**config.mk**
```make
export PLATFORM = sky130hd
export DESIGN_NAME = vga_timing_gen_flat
export DESIGN_NICKNAME = d
export VERILOG_FILES = /design/src/rtl/vga_timing_gen_if.sv /design/src/rtl/vga_timing_gen.sv /design/src/flat_wrapper.sv
export SDC_FILE = /design/constraint.sdc
export NUM_CORES = 1
export LEC_CHECK = 0
export CAP_MARGIN = 20
export CELL_PAD_IN_SITES_DETAIL_PLACEMENT = 0
export CELL_PAD_IN_SITES_GLOBAL_PLACEMENT = 1
export CORE_AREA = 3 3 73 75
export DETAILED_ROUTE_END_ITERATION = 8
export DIE_AREA = 0 0 76 78
export GPL_TIMING_DRIVEN = 0
export PLACE_DENSITY_LB_ADDON = 0.1
export SLEW_MARGIN = 40
export SYNTH_ARGS = -nofsm -noshare
export SYNTH_HDL_FRONTEND = slang
export SYNTH_SLANG_ARGS = --single-unit
```
**constraint.sdc**
```tcl
create_clock -name clk -period 6.1 [get_ports clk]
set_input_delay 1.22 -clock clk [delete_from_list [all_inputs] [get_ports clk]]
set_output_delay 1.22 -clock clk [all_outputs]
set_load 0.005 [all_outputs]
```
**src/rtl/vga_timing_gen_if.sv**
```systemverilog
// Signal bundle between the VGA timing generator (master) and the pixel generator / DAC side (slave).
// No handshake: p_tick marks each new (pixel_x, pixel_y); colour inputs are consumed combinationally.
interface vga_timing_gen_if #(
  parameter int CNT_W   = 10,
  parameter int COLOR_W = 4
);
  logic               pattern_en;
  logic [COLOR_W-1:0] r_in;
  logic [COLOR_W-1:0] g_in;
  logic [COLOR_W-1:0] b_in;
  logic               p_tick;
  logic               hsync;
  logic               vsync;
  logic               video_on;
  logic [CNT_W-1:0]   pixel_x;
  logic [CNT_W-1:0]   pixel_y;
  logic               line_tick;
  logic               frame_tick;
  logic [COLOR_W-1:0] r;
  logic [COLOR_W-1:0] g;
  logic [COLOR_W-1:0] b;

  modport master (
    input  pattern_en, r_in, g_in, b_in,
    output p_tick, hsync, vsync, video_on, pixel_x, pixel_y,
           line_tick, frame_tick, r, g, b
  );

  modport slave (
    output pattern_en, r_in, g_in, b_in,
    input  p_tick, hsync, vsync, video_on, pixel_x, pixel_y,
           line_tick, frame_tick, r, g, b
  );
endinterface

```
**src/rtl/vga_timing_gen.sv**
```systemverilog
// Parametrised VGA raster timing generator with pixel-clock divider and colour gating.
// Optional colour-bar test pattern is built only when VGA_PATTERN_EN is defined.
module vga_timing_gen #(
  parameter int CLK_DIV  = 4,
  parameter int H_ACTIVE = 640,
  parameter int H_FP     = 16,
  parameter int H_SYNC   = 96,
  parameter int H_BP     = 48,
  parameter int V_ACTIVE = 480,
  parameter int V_FP     = 10,
  parameter int V_SYNC   = 2,
  parameter int V_BP     = 33,
  parameter bit H_POL    = 1'b0,
  parameter bit V_POL    = 1'b0,
  parameter int CNT_W    = 10,
  parameter int COLOR_W  = 4
) (
  input  logic             clk,
  input  logic             reset,
  vga_timing_gen_if.master vga
);

  localparam int H_TOTAL = H_ACTIVE + H_FP + H_SYNC + H_BP;
  localparam int V_TOTAL = V_ACTIVE + V_FP + V_SYNC + V_BP;
  localparam int DIV_W   = (CLK_DIV > 1) ? $clog2(CLK_DIV) : 1;

  localparam logic [DIV_W-1:0] DIV_LAST   = DIV_W'(CLK_DIV - 1);
  localparam logic [CNT_W-1:0] H_LAST     = CNT_W'(H_TOTAL - 1);
  localparam logic [CNT_W-1:0] V_LAST     = CNT_W'(V_TOTAL - 1);
  // Region bounds carry one extra bit so a total of exactly 2^CNT_W still fits.
  localparam logic [CNT_W:0]   H_ACT_END  = (CNT_W+1)'(H_ACTIVE);
  localparam logic [CNT_W:0]   H_SYNC_BEG = (CNT_W+1)'(H_ACTIVE + H_FP);
  localparam logic [CNT_W:0]   H_SYNC_END = (CNT_W+1)'(H_ACTIVE + H_FP + H_SYNC);
  localparam logic [CNT_W:0]   V_ACT_END  = (CNT_W+1)'(V_ACTIVE);
  localparam logic [CNT_W:0]   V_SYNC_BEG = (CNT_W+1)'(V_ACTIVE + V_FP);
  localparam logic [CNT_W:0]   V_SYNC_END = (CNT_W+1)'(V_ACTIVE + V_FP + V_SYNC);

  logic [DIV_W-1:0] div_cnt_q, div_cnt_d;
  logic             p_tick_q, p_tick_d;
  logic [CNT_W-1:0] h_q, h_d;
  logic [CNT_W-1:0] v_q, v_d;
  logic             video_on_q, video_on_d;
  logic             hsync_q, hsync_d;
  logic             vsync_q, vsync_d;
  logic             line_tick_q, line_tick_d;
  logic             frame_tick_q, frame_tick_d;
  logic             h_wrap, v_wrap;
  logic [CNT_W:0]   h_ext, v_ext;

  assign h_wrap = (h_q == H_LAST);
  assign v_wrap = (v_q == V_LAST);

  always_comb begin
    div_cnt_d    = (div_cnt_q == DIV_LAST) ? '0 : div_cnt_q + 1'b1;
    p_tick_d     = (div_cnt_d == DIV_LAST);
    h_d          = h_q;
    v_d          = v_q;
    line_tick_d  = 1'b0;
    frame_tick_d = 1'b0;
    video_on_d   = video_on_q;
    hsync_d      = hsync_q;
    vsync_d      = vsync_q;
    h_ext        = '0;
    v_ext        = '0;

    if (p_tick_q) begin
      if (h_wrap) begin
        h_d         = '0;
        line_tick_d = 1'b1;
        if (v_wrap) begin
          v_d          = '0;
          frame_tick_d = 1'b1;
        end else begin
          v_d = v_q + 1'b1;
        end
      end else begin
        h_d = h_q + 1'b1;
      end

      // Decode from the next position so the registered flags line up with pixel_x/pixel_y.
      h_ext      = {1'b0, h_d};
      v_ext      = {1'b0, v_d};
      video_on_d = (h_ext < H_ACT_END) && (v_ext < V_ACT_END);
      hsync_d    = ((h_ext >= H_SYNC_BEG) && (h_ext < H_SYNC_END)) ? H_POL : ~H_POL;
      vsync_d    = ((v_ext >= V_SYNC_BEG) && (v_ext < V_SYNC_END)) ? V_POL : ~V_POL;
    end
  end

  always_ff @(posedge clk or posedge reset) begin
    if (reset) begin
      div_cnt_q    <= '0;
      p_tick_q     <= 1'b0;
      h_q          <= '0;
      v_q          <= '0;
      video_on_q   <= 1'b0;
      hsync_q      <= ~H_POL;
      vsync_q      <= ~V_POL;
      line_tick_q  <= 1'b0;
      frame_tick_q <= 1'b0;
    end else begin
      div_cnt_q    <= div_cnt_d;
      p_tick_q     <= p_tick_d;
      h_q          <= h_d;
      v_q          <= v_d;
      video_on_q   <= video_on_d;
      hsync_q      <= hsync_d;
      vsync_q      <= vsync_d;
      line_tick_q  <= line_tick_d;
      frame_tick_q <= frame_tick_d;
    end
  end

  logic [COLOR_W-1:0] src_r, src_g, src_b;

`ifdef VGA_PATTERN_EN
  localparam int BAR_W = H_ACTIVE / 8;

  logic [2:0] bar_idx;
  logic [2:0] bar_rgb;

  // Eight bars left to right; the last bar absorbs any remainder of H_ACTIVE/8.
  always_comb begin
    bar_idx = 3'd0;
    for (int k = 1; k < 8; k++) begin
      if ({1'b0, h_q} >= (CNT_W+1)'(k * BAR_W)) bar_idx = 3'(k);
    end
    bar_rgb = 3'b000;
    case (bar_idx)
      3'd0:    bar_rgb = 3'b111;
      3'd1:    bar_rgb = 3'b110;
      3'd2:    bar_rgb = 3'b011;
      3'd3:    bar_rgb = 3'b010;
      3'd4:    bar_rgb = 3'b101;
      3'd5:    bar_rgb = 3'b100;
      3'd6:    bar_rgb = 3'b001;
      default: bar_rgb = 3'b000;
    endcase
  end

  always_comb begin
    src_r = vga.r_in;
    src_g = vga.g_in;
    src_b = vga.b_in;
    if (vga.pattern_en) begin
      src_r = {COLOR_W{bar_rgb[2]}};
      src_g = {COLOR_W{bar_rgb[1]}};
      src_b = {COLOR_W{bar_rgb[0]}};
    end
  end
`else
  logic unused_pattern_en;
  assign unused_pattern_en = vga.pattern_en;

  always_comb begin
    src_r = vga.r_in;
    src_g = vga.g_in;
    src_b = vga.b_in;
  end
`endif

  assign vga.p_tick     = p_tick_q;
  assign vga.hsync      = hsync_q;
  assign vga.vsync      = vsync_q;
  assign vga.video_on   = video_on_q;
  assign vga.pixel_x    = h_q;
  assign vga.pixel_y    = v_q;
  assign vga.line_tick  = line_tick_q;
  assign vga.frame_tick = frame_tick_q;
  assign vga.r          = video_on_q ? src_r : '0;
  assign vga.g          = video_on_q ? src_g : '0;
  assign vga.b          = video_on_q ? src_b : '0;

endmodule

```
**src/flat_wrapper.sv**
```systemverilog
// flat-port wrapper written by rule: the top's interface ports become plain ports
module vga_timing_gen_flat 
#(
  parameter int CLK_DIV  = 4,
  parameter int H_ACTIVE = 640,
  parameter int H_FP     = 16,
  parameter int H_SYNC   = 96,
  parameter int H_BP     = 48,
  parameter int V_ACTIVE = 480,
  parameter int V_FP     = 10,
  parameter int V_SYNC   = 2,
  parameter int V_BP     = 33,
  parameter bit H_POL    = 1'b0,
  parameter bit V_POL    = 1'b0,
  parameter int CNT_W    = 10,
  parameter int COLOR_W  = 4
)
  (clk, reset, vga_pattern_en, vga_r_in, vga_g_in, vga_b_in, vga_p_tick, vga_hsync, vga_vsync, vga_video_on, vga_pixel_x, vga_pixel_y, vga_line_tick, vga_frame_tick, vga_r, vga_g, vga_b);
  vga_timing_gen_if #(.CNT_W(CNT_W), .COLOR_W(COLOR_W)) vga_i ();
  input  logic clk;
  input  logic reset;
  input wire logic [$bits(vga_i.pattern_en)-1:0] vga_pattern_en;
  input wire logic [$bits(vga_i.r_in)-1:0] vga_r_in;
  input wire logic [$bits(vga_i.g_in)-1:0] vga_g_in;
  input wire logic [$bits(vga_i.b_in)-1:0] vga_b_in;
  output wire logic [$bits(vga_i.p_tick)-1:0] vga_p_tick;
  output wire logic [$bits(vga_i.hsync)-1:0] vga_hsync;
  output wire logic [$bits(vga_i.vsync)-1:0] vga_vsync;
  output wire logic [$bits(vga_i.video_on)-1:0] vga_video_on;
  output wire logic [$bits(vga_i.pixel_x)-1:0] vga_pixel_x;
  output wire logic [$bits(vga_i.pixel_y)-1:0] vga_pixel_y;
  output wire logic [$bits(vga_i.line_tick)-1:0] vga_line_tick;
  output wire logic [$bits(vga_i.frame_tick)-1:0] vga_frame_tick;
  output wire logic [$bits(vga_i.r)-1:0] vga_r;
  output wire logic [$bits(vga_i.g)-1:0] vga_g;
  output wire logic [$bits(vga_i.b)-1:0] vga_b;
  assign vga_i.pattern_en = vga_pattern_en;
  assign vga_i.r_in = vga_r_in;
  assign vga_i.g_in = vga_g_in;
  assign vga_i.b_in = vga_b_in;
  assign vga_p_tick = vga_i.p_tick;
  assign vga_hsync = vga_i.hsync;
  assign vga_vsync = vga_i.vsync;
  assign vga_video_on = vga_i.video_on;
  assign vga_pixel_x = vga_i.pixel_x;
  assign vga_pixel_y = vga_i.pixel_y;
  assign vga_line_tick = vga_i.line_tick;
  assign vga_frame_tick = vga_i.frame_tick;
  assign vga_r = vga_i.r;
  assign vga_g = vga_i.g;
  assign vga_b = vga_i.b;
  vga_timing_gen #(.CLK_DIV(CLK_DIV), .H_ACTIVE(H_ACTIVE), .H_FP(H_FP), .H_SYNC(H_SYNC), .H_BP(H_BP), .V_ACTIVE(V_ACTIVE), .V_FP(V_FP), .V_SYNC(V_SYNC), .V_BP(V_BP), .H_POL(H_POL), .V_POL(V_POL), .CNT_W(CNT_W), .COLOR_W(COLOR_W)) u_core (.clk(clk), .reset(reset), .vga(vga_i));
endmodule
```
==> results of run 1 <==
-- layout by cell type, fill, tap and decap left out, types with 3 or more instances in the layout --
cell type	count
dfrtp_1	26
a21oi_1	6
nor2_1	14
o21ai_0	11
ha_1	5
nor3_1	5
and2_1	13
mux2_2	3
nand3_1	8
and3_1	5
clkbuf_1	6
nand4_1	5
inv_1	11
xnor2_1	11
clkbuf_8	3
nand2_1	18
clkdlybuf4s50_1	51
or3_1	3
-- registers in the layout, summed over array words and instances, names as in the netlist --
name                   cells
u_core.vga.hsync           1
u_core.vga.line_tick       1
u_core.vga.vsync           1
u_core.vga.video_on        1
u_core.vga.p_tick          1
u_core.div_cnt_q           2
u_core.vga.pixel_y        10
u_core.vga.pixel_x        10
u_core.vga.frame_tick      1
-- synthesized netlist by cell type (all sizes together), types with 3 or more instances --
library cell	n	share of area, %
clkbuf	6	1.3
nor2	14	2.9
or3	3	1.1
nand3	8	2.2
buf	3	1.2
nand2	18	3.8
or2	3	1.2
nor4	4	3.1
mux2	3	1.9
a21oi	7	2.2
and2	13	4.6
nor3	7	3.2
xnor2	11	5.4
o21ai	11	3.1
ha	5	3.5
dfrtp	26	37
inv	12	2.5
nand4	6	2.9
and3	5	1.8
-- stage by stage --
stage | cells | hold WS (ns) | area, sq um
5_1_grt | 315 | 0.497 | 2450
4_1_cts | 315 | 0.472 | 2450
2_1_floorplan | 193 | 0.428 | 1780
3_5_place_dp | 311 | 0.452 | 2380
3_3_place_gp | 311 | 0.443 | 2380
6_report | 315 | 0.467 | 2450
-- worst max path at each step --
stage | startpoint | to | slack (ns)
after floorplan | vga_b_in[0] | vga_b[0] | 3.52
after global placement | vga_b_in[2] | vga_b[2] | 2.59
final | vga_b_in[2] | vga_b[2] | 2.59
after global routing | vga_b_in[2] | vga_b[2] | 2.54
after detailed placement | vga_b_in[2] | vga_b[2] | 2.58
after CTS | vga_b_in[2] | vga_b[2] | 2.58
-- cells by family after synthesis --
logic type	share of synthesized area (%)
mux	2.46
simple gates	30.1
buf+inv	4.99
compound gates	13.6
xor+xnor	5.90
flops	39.5
fa+ha+maj	3.51
-- power groups by stage --
| stage | Combinational, mW | Clock (mW) | Sequential, mW |
|---|---|---|---|
| 2_1_floorplan | 0.00643 | 0 | 0.189 |
| 3_3_place_gp | 0.0239 | 0 | 0.189 |
| 3_5_place_dp | 0.0239 | 0 | 0.189 |
| 4_1_cts | 0.0240 | 0.155 | 0.186 |
| 5_1_grt | 0.0256 | 0.160 | 0.186 |
| 6_report | 0.0232 | 0.150 | 0.186 |
-- area by class of cell --
| cell class | instances | area, sq um | area share [%] |
|---|---|---|---|
| plain buffers | 9 | 43.8 | 1.79 |
| clock buffers | 3 | 41.3 | 1.69 |
| clock inverters | 1 | 30.0 | 1.23 |
| inverters | 12 | 45.0 | 1.84 |
| multi-input cells | 144 | 990 | 40.4 |
| flip-flops and latches | 28 | 703 | 28.7 |
| well taps | 67 | 83.8 | 3.43 |
| repair buffers | 51 | 510 | 20.9 |
-- metal layers --
| layer | global-route usage [%] | up-vias | part of all wire, % |
|---|---|---|---|
| li1 | - | 793 | - |
| met1 | 21.1 | 737 | 48 |
| met2 | 26.0 | 28 | 47 |
| met3 | 2.55 | 5 | 3.3 |
| met4 | 5.62 | 0 | 1.4 |
| met5 | 0 | - | 0 |
==> flow_summary_export.csv, run 1 <==
group,metric,value,unit
outcome,status,"complete, no violations",
clock_network,cts_hold_buf,0,
power_and_ir_drop,vdd_drop_max,0.0809,mV
flow_run,max-cap-violations,0,
worst_hold_path,min-delay-start,"u_core.div_cnt_q[0]$_DFF_PP0_",
placement,gp_congestion,0.779,
setup_path,r2r_end,"u_core.vga.vsync$_DFFE_PP1P_",
clock_network,post_cts_buffers,0,
layout,final_util,51.8,%
setup_path,cp.arrival,2.29,ns
clock_network,cts-root-buf,"clkbuf_8",
floorplanning,ios,53,
setup_path,r2r_start,"u_core.vga.pixel_x[0]$_DFFE_PP0P_",
placement,dp_hpwl,3180,um
global_route,antenna_found_initial,0,
setup_path,cp-start-kind,"input pin",
placement,port_buffers,51,
layout,drive_gt1_share,9.68,%
setup_path,max_stage_delay,0.51,ns
timing,tightest_slew,0.580,ns
timing,period_share,57.6,%
synthesis,synth-main-ff-cell,"dfrtp_1",
clock_network,cts.sinks,28,
routing,drt_pre_antenna_iters,4,
timing,hold_viol_final,0,
routing,drc,0,
power_and_ir_drop,pwr-share-clk,41.9,%
timing,drv_slew,0,
power_and_ir_drop,cell_internal_pwr,0.289,mW
setup_path,path_class,"in2out",
global_route,grt_overflow_total,0,
timing,setup_ws,2.59,ns
setup_path,crit_path_end_kind,"output port",
floorplanning,die_h,78,um
power_and_ir_drop,p_sw_share,19.4,%
routing,drt-total-wl,4310,um
clock_network,clk_pin_slew,0.10,ns
layout,syn_to_final_growth,37.4,%
clock_network,cts_buffers,3,
power_and_ir_drop,power_switching,0.0696,mW
synthesis,synth-seq-cells,28,
worst_hold_path,min_to,"u_core.div_cnt_q[0]$_DFF_PP0_",
timing,setup-violations-final,0,
setup_path,crit_family,"buffers and inverters",
placement,dpl_worst_slack,2.58,ns
global_route,grt_usage,15.8,%
timing,rsz0062_at_grt,"no",
synthesis,yosysUniqueCellTypes,49,
worst_hold_path,whs_path_depth,1,
synthesis,ys_seq_area_share,39.5,%
routing,ant_nets,0,
power_and_ir_drop,leakage,1.00,nW
layout,fill_cells,450,
setup_path,cp_num_buf_inv,2,
floorplanning,core-area,4720,sq um
layout,nets,269,
setup_path,crit_fanout,1,
power_and_ir_drop,finalPower,0.359,mW
setup_path,rrSetupSlack,3.61,ns
setup_path,ff2ff_path_depth,8,
global_route,first_global_vias,1583,
routing,vias,1563,
clock_network,clk_latency,0.28,ns
setup_path,crit_chain,"clkdlybuf4s50_1, and2_1, clkdlybuf4s50_1",
layout,antenna_cells,0,
timing,slew_headroom,61.0,%
routing,vias_per_cell,4.96,
clock_network,cts.htree.levels,1,
synthesis,synth_area_per_cell,9.23,sq um
timing,clock_skew,0.00217,ns
synthesis,syn-num-nets,213,
floorplanning,die_w,76,um
synthesis,synth_edf_count,0,
synthesis,synth-warning-count,0,
setup_path,crit_top_cell,"clkdlybuf4s50_1",
floorplanning,initial_utilization,37.7,%
power_and_ir_drop,pwr-share-comb,6.5,%
setup_path,crit_required,4.88,ns
clock_network,clock_path_buffers,2,
floorplanning,rows,25,
synthesis,syn_area,1780,sq um
timing,tns,0,ns
floorplanning,dieArea,5930,sq um
timing,clock.fmax,285,MHz
setup_path,slowest_stage,"clkdlybuf4s50_1",
setup_path,cp.depth,3,
synthesis,syn-instance-count,193,
routing,drtIter0Drc,84,
worst_hold_path,worstHoldPathType,"reg2reg",
synthesis,async_flop_share,100,%
global_route,grt_max_degree,29,
timing,fin_crit,3.51,ns
global_route,grt_pass1_wl,7690,um
routing,routedWlPerCell,13.7,um
power_and_ir_drop,power_density,147,nW/um^2
clock_network,cts.repair.resized,0,
power_and_ir_drop,seqPwrFrac,51.7,%
clock_network,cts_tree,"yes",
(Power assumes the default switching activity.)
==> run 2: changes to the inputs <==
- CORE_AREA: 3 3 73 75 -> 3 3 76 78
- DIE_AREA: 0 0 76 78 -> 0 0 79 81
- clock period: 6.1 -> 3.4 ns (I/O delays scaled with it)
==> run 2 against run 1 <==
Net effect: sequential share of layout area grew 0.15 points; final cell count grew 0.95%; critical path depth is the same; setup slack lost 1.6 ns; sequential power grew 79%; combinational power grew 82%; clock power grew 43%; non-clock buffer count is the same; clock-buffer cell count grew 1; largest cell class unchanged.
==> flow_summary_export.csv, run 2 (same netlist as run 1, synthesis figures left out) <==
group,metric,value,unit
power_and_ir_drop,power_density,242,nW/um^2
placement,port_buffers,51,
setup_path,cp_num_buf_inv,2,
setup_path,max_stage_delay,0.51,ns
timing,period_share,71.7,%
global_route,first_global_vias,1516,
setup_path,path_class,"in2out",
setup_path,cp.arrival,1.76,ns
setup_path,crit_chain,"clkdlybuf4s50_1, and2_1, clkdlybuf4s50_1",
layout,final_common_cell,"clkdlybuf4s50_1",
setup_path,slowest_stage,"clkdlybuf4s50_1",
routing,ant_nets,0,
clock_network,post_cts_buffers,0,
clock_network,clock_path_buffers,2,
timing,slew_headroom,57.4,%
timing,drv_slew,0,
global_route,grt_usage,15.2,%
routing,drt_pre_antenna_iters,4,
clock_network,cts.sinks,28,
layout,nets,269,
worst_hold_path,whs_path_depth,1,
outcome,status,"complete, no violations",
timing,fin_crit,2.44,ns
flow_run,max-cap-violations,0,
global_route,grt_overflow_total,0,
clock_network,cts.htree.levels,1,
setup_path,crit_fanout,1,
power_and_ir_drop,leakage,0.996,nW
worst_hold_path,min-delay-start,"u_core.div_cnt_q[0]$_DFF_PP0_",
floorplanning,die_h,81,um
global_route,grt_max_degree,29,
layout,drive_gt1_share,9.68,%
timing,setup_ws,0.963,ns
layout,layout_common_cells,"clkdlybuf4s50_1 (51), dfrtp_1 (26), nand2_1 (18), nor2_1 (14), and2_1 (13)",
clock_network,cts-root-buf,"clkbuf_8",
layout,antenna_cells,0,
clock_network,clk_latency,0.28,ns
placement,dp_hpwl,3380,um
setup_path,crit_top_cell,"clkdlybuf4s50_1",
layout,final_util,47.4,%
timing,setup-violations-final,0,
placement,gp_congestion,0.794,
timing,clock_skew,0.00404,ns
routing,drt-total-wl,4530,um
setup_path,ff2ff_path_depth,8,
setup_path,startpoint,"vga_r_in[3]",
routing,routedWlPerCell,14.2,um
routing,vias_per_cell,4.84,
layout,syn_to_final_growth,36.7,%
timing,rsz0062_at_grt,"no",
global_route,grt_pass1_wl,7780,um
clock_network,cts_tree,"yes",
setup_path,crit_path_end_kind,"output port",
floorplanning,dieArea,6400,sq um
timing,tns,0,ns
setup_path,crit_required,2.72,ns
global_route,antenna_found_initial,0,
clock_network,cts.repair.resized,0,
timing,hold_viol_final,0,
timing,tightest_slew,0.634,ns
placement,dpl_worst_slack,0.957,ns
setup_path,cp.depth,3,
clock_network,cts_hold_buf,0,
placement,post-place-cells,314,
floorplanning,die_w,79,um
timing,clock.fmax,410,MHz
floorplanning,core-area,5140,sq um
routing,vias,1538,
clock_network,cts_buffers,3,
floorplanning,initial_utilization,34.7,%
setup_path,cp-start-kind,"input pin",
setup_path,r2r_start,"u_core.vga.pixel_x[0]$_DFFE_PP0P_",
routing,drc,0,
routing,drtIter0Drc,78,
power_and_ir_drop,vdd_drop_max,0.216,mV
floorplanning,ios,53,
worst_hold_path,worstHoldPathType,"reg2reg",
setup_path,crit_family,"buffers and inverters",
layout,fin_cells,318,
floorplanning,rows,26,
clock_network,clk_pin_slew,0.10,ns
## run 2: cell count changes in the layout (fill, tap and decap cells not counted), sizes merged
cell	change
clkbuf	+1
bufinv	-1
## run 2: final timing paths
kind                                                      to  slack (ns)
setup / recovery                                    vga_r[3]        0.96
hold / removal                 u_core.div_cnt_q[0]$_DFF_PP0_        0.46
setup reg to reg             u_core.vga.video_on$_DFFE_PP0P_        0.98
hold reg to reg                u_core.div_cnt_q[0]$_DFF_PP0_        0.46
max in group asynchronous  u_core.vga.pixel_y[7]$_DFFE_PP0P_        2.21
min in group asynchronous      u_core.div_cnt_q[0]$_DFF_PP0_        0.79
## run 2: layout make-up
| type | instances | area [sq um] |
|---|---|---|
| buffer | 9 | 43.8 |
| timing repair buffer | 51 | 510 |
| sequential | 28 | 703 |
| multi-input combinational | 144 | 990 |
| fill | 542 | 2710 |
| tap | 70 | 87.6 |
| inverter | 12 | 45.0 |
| clock buffer | 4 | 55.1 |
## run 2: report_power, final
group	switching, mW	internal [mW]	total [mW]
logic	0.0138	0.0285	0.0423
clock network	0.110	0.104	0.214
registers	0	0.333	0.333
## run 2: routing by layer
metal  wire length, um  vias up  share of wire, %  track usage [%]
li1                  -      794                 -                -
met1              2070      717                46             20.8
met2              2280       25                50             25.8
met3               152        2               3.4             2.88
met4                20        0              0.44             1.89
met5                 0        -                 0                0
## run 2: stage by stage
stage                     cell area, sq um  total power, mW  hold slack, ns
after detailed placement              2380            0.383           0.446
after floorplan                       1780            0.351           0.428
after global placement                2380            0.382           0.443
final                                 2430            0.589           0.457
after CTS                             2430            0.601           0.461
after global routing                  2430            0.613           0.487
==> run 3: changes to the inputs <==
- clock period: 3.4 -> 2.3 ns (I/O delays scaled with it)
==> run 3 against run 2 <==
Net effect: clock skew about the same; critical path type is now reg2reg; register-to-register slack worse by 0.87 ns; sequential share of layout area down 1.1 points; largest power group unchanged; clock power up 47%; non-clock buffer count up 8; worst hold slack about the same; setup slack worse by 0.85 ns; die area unchanged; combinational power up 48%; routed wire length up 2.1%.
==> flow_summary_export.csv, run 3 (same netlist as run 1, synthesis figures left out) <==
group,metric,value,unit
setup_path,max_stage_delay,0.38,ns
placement,placed_area,2380,sq um
timing,slew_headroom,58.9,%
layout,final_common_cell,"clkdlybuf4s50_1",
floorplanning,die_w,79,um
clock_network,cts_buffers,3,
placement,post-place-cells,314,
setup_path,ff2ff_path_depth,8,
floorplanning,rows,26,
routing,drc,0,
timing,setup_ws,0.114,ns
global_route,grt_overflow_total,0,
clock_network,cts.sinks,28,
power_and_ir_drop,power_density,343,nW/um^2
global_route,grt_max_degree,29,
setup_path,cp.arrival,2.39,ns
setup_path,cp-start-kind,"flop",
power_and_ir_drop,finalPower,0.869,mW
layout,fin_cells,326,
floorplanning,initial_utilization,34.7,%
timing,clock.fmax,457,MHz
global_route,grt_usage,15.4,%
layout,drive_gt1_share,14.1,%
routing,routedWlPerCell,14.2,um
layout,final_util,49.3,%
outcome,status,"complete, no violations",
floorplanning,core-area,5140,sq um
setup_path,slowest_stage,"dfrtp_1",
routing,drtIter0Drc,61,
routing,drt_pre_antenna_iters,4,
floorplanning,ios,53,
routing,vias,1566,
routing,vias_per_cell,4.80,
clock_network,cts-root-buf,"clkbuf_8",
flow_run,max-cap-violations,0,
clock_network,clk_latency,0.28,ns
setup_path,crit_chain,"buf_2, or2_4, or3_1, buf_6, a2111oi_2, a31oi_1, nor4b_4, a21oi_1",
layout,syn_to_final_growth,42.3,%
timing,tns,0,ns
placement,dpl_worst_slack,-0.106,ns
timing,setup-violations-final,0,
placement,gp_congestion,0.794,
placement,dp_hpwl,3380,um
floorplanning,dieArea,6400,sq um
clock_network,cts_hold_buf,0,
setup_path,path_class,"reg2reg",
setup_path,crit_required,2.51,ns
clock_network,clock_path_buffers,2,
layout,nets,277,
routing,drt-total-wl,4620,um
timing,rsz0062_at_grt,"no",
placement,port_buffers,51,
timing,drv_slew,0,
layout,layout_common_cells,"clkdlybuf4s50_1 (51), dfrtp_1 (26), nand2_1 (18), nor2_1 (14), and2_1 (13)",
setup_path,crit_fanout,8,
floorplanning,die_h,81,um
timing,clock_skew,0.00402,ns
routing,ant_nets,0,
layout,regArea,703,sq um
worst_hold_path,worstHoldPathType,"reg2reg",
power_and_ir_drop,vdd_drop_max,0.318,mV
timing,hold_viol_final,0,
worst_hold_path,whs_path_depth,1,
global_route,first_global_vias,1534,
clock_network,cts.htree.levels,1,
global_route,grt_pass1_wl,7870,um
setup_path,crit_path_end_kind,"flop",
clock_network,clk_pin_slew,0.10,ns
clock_network,cts_tree,"yes",
layout,fill_cells,535,
timing,period_share,95.1,%
timing,whs,0.457,ns
global_route,antenna_found_initial,0,
layout,fin_area,2530,sq um
layout,multi_input_area,1030,sq um
layout,antenna_cells,0,
timing,tightest_slew,0.616,ns
power_and_ir_drop,leakage,1.05,nW
timing,fin_crit,2.19,ns
run 3: report_power, final:
group / switching (mW) / internal (mW) / total, mW
sequential: 0 / 0.492 / 0.492
clock: 0.161 / 0.153 / 0.315
combinational: 0.0204 / 0.0421 / 0.0625
total: 0.181 / 0.688 / 0.869
run 3: what timing repair did:
action | CTS | global route
pin swaps | 1 | 4
endpoints found under the setup margin | 5 | 3
resized for setup | 3 | 4
buffers inserted | 3 | 5
run 3: worst max-delay path, delay by kind of cell, from the launching register on:
kind | cells | cell delay (ns)
simple gates | 3 | 0.91
flops | 1 | 0.38
buf+inv | 2 | 0.32
compound gates | 3 | 0.49
run 3: metal layers:
metal,part of all wire [%],global-route usage [%]
met2,51,26.3
met4,0.43,1.89
met5,0,0
met3,3.2,2.88
met1,45,20.9
run 3: path summary, 6_finish.rpt:
path | start | to | slack [ns]
max | u_core.vga.pixel_x[5]$_DFFE_PP0P_ | u_core.vga.vsync$_DFFE_PP1P_ | 0.11
min | u_core.div_cnt_q[0]$_DFF_PP0_ | u_core.div_cnt_q[0]$_DFF_PP0_ | 0.46
max reg2reg | u_core.vga.pixel_x[5]$_DFFE_PP0P_ | u_core.vga.vsync$_DFFE_PP1P_ | 0.11
min reg2reg | u_core.div_cnt_q[0]$_DFF_PP0_ | u_core.div_cnt_q[0]$_DFF_PP0_ | 0.46
max in group asynchronous | reset | u_core.vga.pixel_y[2]$_DFFE_PP0P_ | 1.33
min in group asynchronous | reset | u_core.div_cnt_q[0]$_DFF_PP0_ | 0.57
run 3: cell type report:
cell class | instances | share of cell area, %
repair buffers | 59 | 22.5
plain buffers | 9 | 1.73
inverters | 12 | 1.78
well taps | 70 | 3.46
multi-input cells | 144 | 40.6
flip-flops and latches | 28 | 27.7
clock buffers | 4 | 2.17
==> variant, RTL diff (flow settings as in run 3) <==
`CLK_DIV` is set to 4 in 2 places; all go to 8.
--- a/src/rtl/vga_timing_gen.sv
+++ b/src/rtl/vga_timing_gen.sv
@@ -2,5 +2,5 @@
 // Optional colour-bar test pattern is built only when VGA_PATTERN_EN is defined.
 module vga_timing_gen #(
-  parameter int CLK_DIV  = 4,
+  parameter int CLK_DIV  = 8,
   parameter int H_ACTIVE = 640,
   parameter int H_FP     = 16,
--- a/src/flat_wrapper.sv
+++ b/src/flat_wrapper.sv
@@ -2,5 +2,5 @@
 module vga_timing_gen_flat 
 #(
-  parameter int CLK_DIV  = 4,
+  parameter int CLK_DIV  = 8,
   parameter int H_ACTIVE = 640,
   parameter int H_FP     = 16,
Check against the original RTL: not equivalent (Yosys sat finds a counterexample within 4 cycles, from zero or initial values and one cycle with reset high).
==> variant against run 3 <==
  * Synthesized cell count shrank 0.52%
  * Area after synthesis down 0.35%
  * Highest routed layer unchanged
  * Sequential share of layout area grew 1.8 points
  * Via count down 0.64%
  * Sequential cell count grew 1
  * Utilization shrank 1.4 points
  * Register-to-register slack better by 150 ps
  * Final cell count down 1.5%
  * Worst setup slack better by 91 ps
  * Wire length decreased by 3.7%
  * Cell area shrank 2.8%
  * Power increased by 16%
==> variant: results (changes against run 3) <==
outcome: "complete, no violations"
synth_cells: 192  # -0.52%
ir_worst_vdd_mv: 0.2117  # -33%
p_leak_nw: 0.9990  # -4.8%
viasPerCell: 4.847  # +0.91%
clkSlewWorstSetupHoldPaths_ps: 70  # -30 ps
ys_seq_area_share_pct: 41.01  # +1.5 points
max_stage_delay_ps: 510  # +130 ps
finish.net_count: 271  # -2.2%
htree_levels: 2  # +1
path_class: "register to output port"
hold_ws_ps: 457.4  # +0.4140 ps
relSlewSlack_pct: 58.81  # -0.070 points
dp.cells: 313  # -0.32%
arrival_ps: 1640  # -750 ps
grt_start_max_net_pins: 30  # +3.4%
yosys-top-cells-count: "27 x dfrtp_1, 23 x nand2_1, 15 x nor2_1"
grt_usage_pct: 14.92  # -0.47 points
critPathMaxFanout: 10  # +2
yosys-top-cells-area: "dfrtp_1 38%, nand2_1 4.9%, and2_1 4.6%, xnor2_1 4.4%, ha_1 4.2%"
timing.rr.end: "u_core.vga.video_on"
place_congestion: 0.7526  # -5.2%
slowest_stage: "clkdlybuf4s50_1"
numCtsBuffers: 5  # +2
post_cts_buffers: 0  # -3
switchingPower_w: 0.0002430  # +34%
reg2reg_from: "u_core.vga.pixel_x[0]"
ys_types: 47  # -4.1%
fillCellCount: 523  # -2.2%
reg2reg_slack_ps: 260  # +150 ps
drive_gt1_share_pct: 12.75  # -1.3 points
wirelength_um: 4455  # -3.7%
first_global_vias: 1495  # -2.5%
drtIter0Drc: 80  # +31%
[variant: final cells by class]
class | instances | area share [%]
multi-input cells | 146 | 39.39
flip-flops and latches | 29 | 29.54
inverters | 9 | 1.371
well taps | 70 | 3.553
clock inverters | 3 | 0.9137
clock buffers | 5 | 2.792
repair buffers | 51 | 20.71
plain buffers | 8 | 1.726
[variant: per-stage QoR]
stage / cell area [sq um] / setup slack (ps)
after floorplan: 1775 / 382.6
after global placement: 2374 / 267.6
after detailed placement: 2374 / 280.9
after CTS: 2465 / 152.8
after global routing: 2465 / 45.74
final: 2465 / 204.7
[variant: how the worst max path moves through the flow]
stage	start	endpoint	slack, ps	cells past startpoint
final	u_core.vga.video_on	vga_g[2]	200	3
after global routing	u_core.vga.video_on	vga_g[2]	50	3
after CTS	u_core.vga.video_on	vga_g[2]	150	3
after detailed placement	u_core.vga.pixel_x[0]	u_core.vga.video_on	280	7
after global placement	u_core.vga.pixel_x[0]	u_core.vga.video_on	270	7
after floorplan	u_core.vga.pixel_x[0]	u_core.vga.video_on	380	7
[variant: power by group through the flow]
stage          Combinational [W]  Sequential, W  Clock (W)
2_1_floorplan          0.0000173       0.000520          0
3_3_place_gp           0.0000635       0.000520          0
3_5_place_dp           0.0000644       0.000520          0
4_1_cts                0.0000642       0.000510   0.000444
5_1_grt                0.0000679       0.000510   0.000473
6_report               0.0000620       0.000510   0.000435
[variant: layer usage]
layer | GRT usage, % | part of all wire [%] | vias up
li1 | - | - | 792
met1 | 21.22 | 47 | 727
met2 | 22.31 | 48 | 33
met3 | 3.548 | 3.7 | 4
met4 | 4.811 | 0.94 | 0
met5 | 0 | 0 | -
[variant: cell families after synthesis]
group / Yosys count / synth area share [%]
compound gates: 31 / 11.21
buf+inv: 17 / 4.299
mux: 4 / 2.537
fa+ha+maj: 6 / 4.228
simple gates: 93 / 30.80
xor+xnor: 12 / 5.920
flops: 29 / 41.01
[variant: critical path: cells and delay by family (launching register included)]
kind	cells	cell delay, ps
AND/OR/NAND/NOR	1	170
flip-flops	1	410
buffers and inverters	2	780
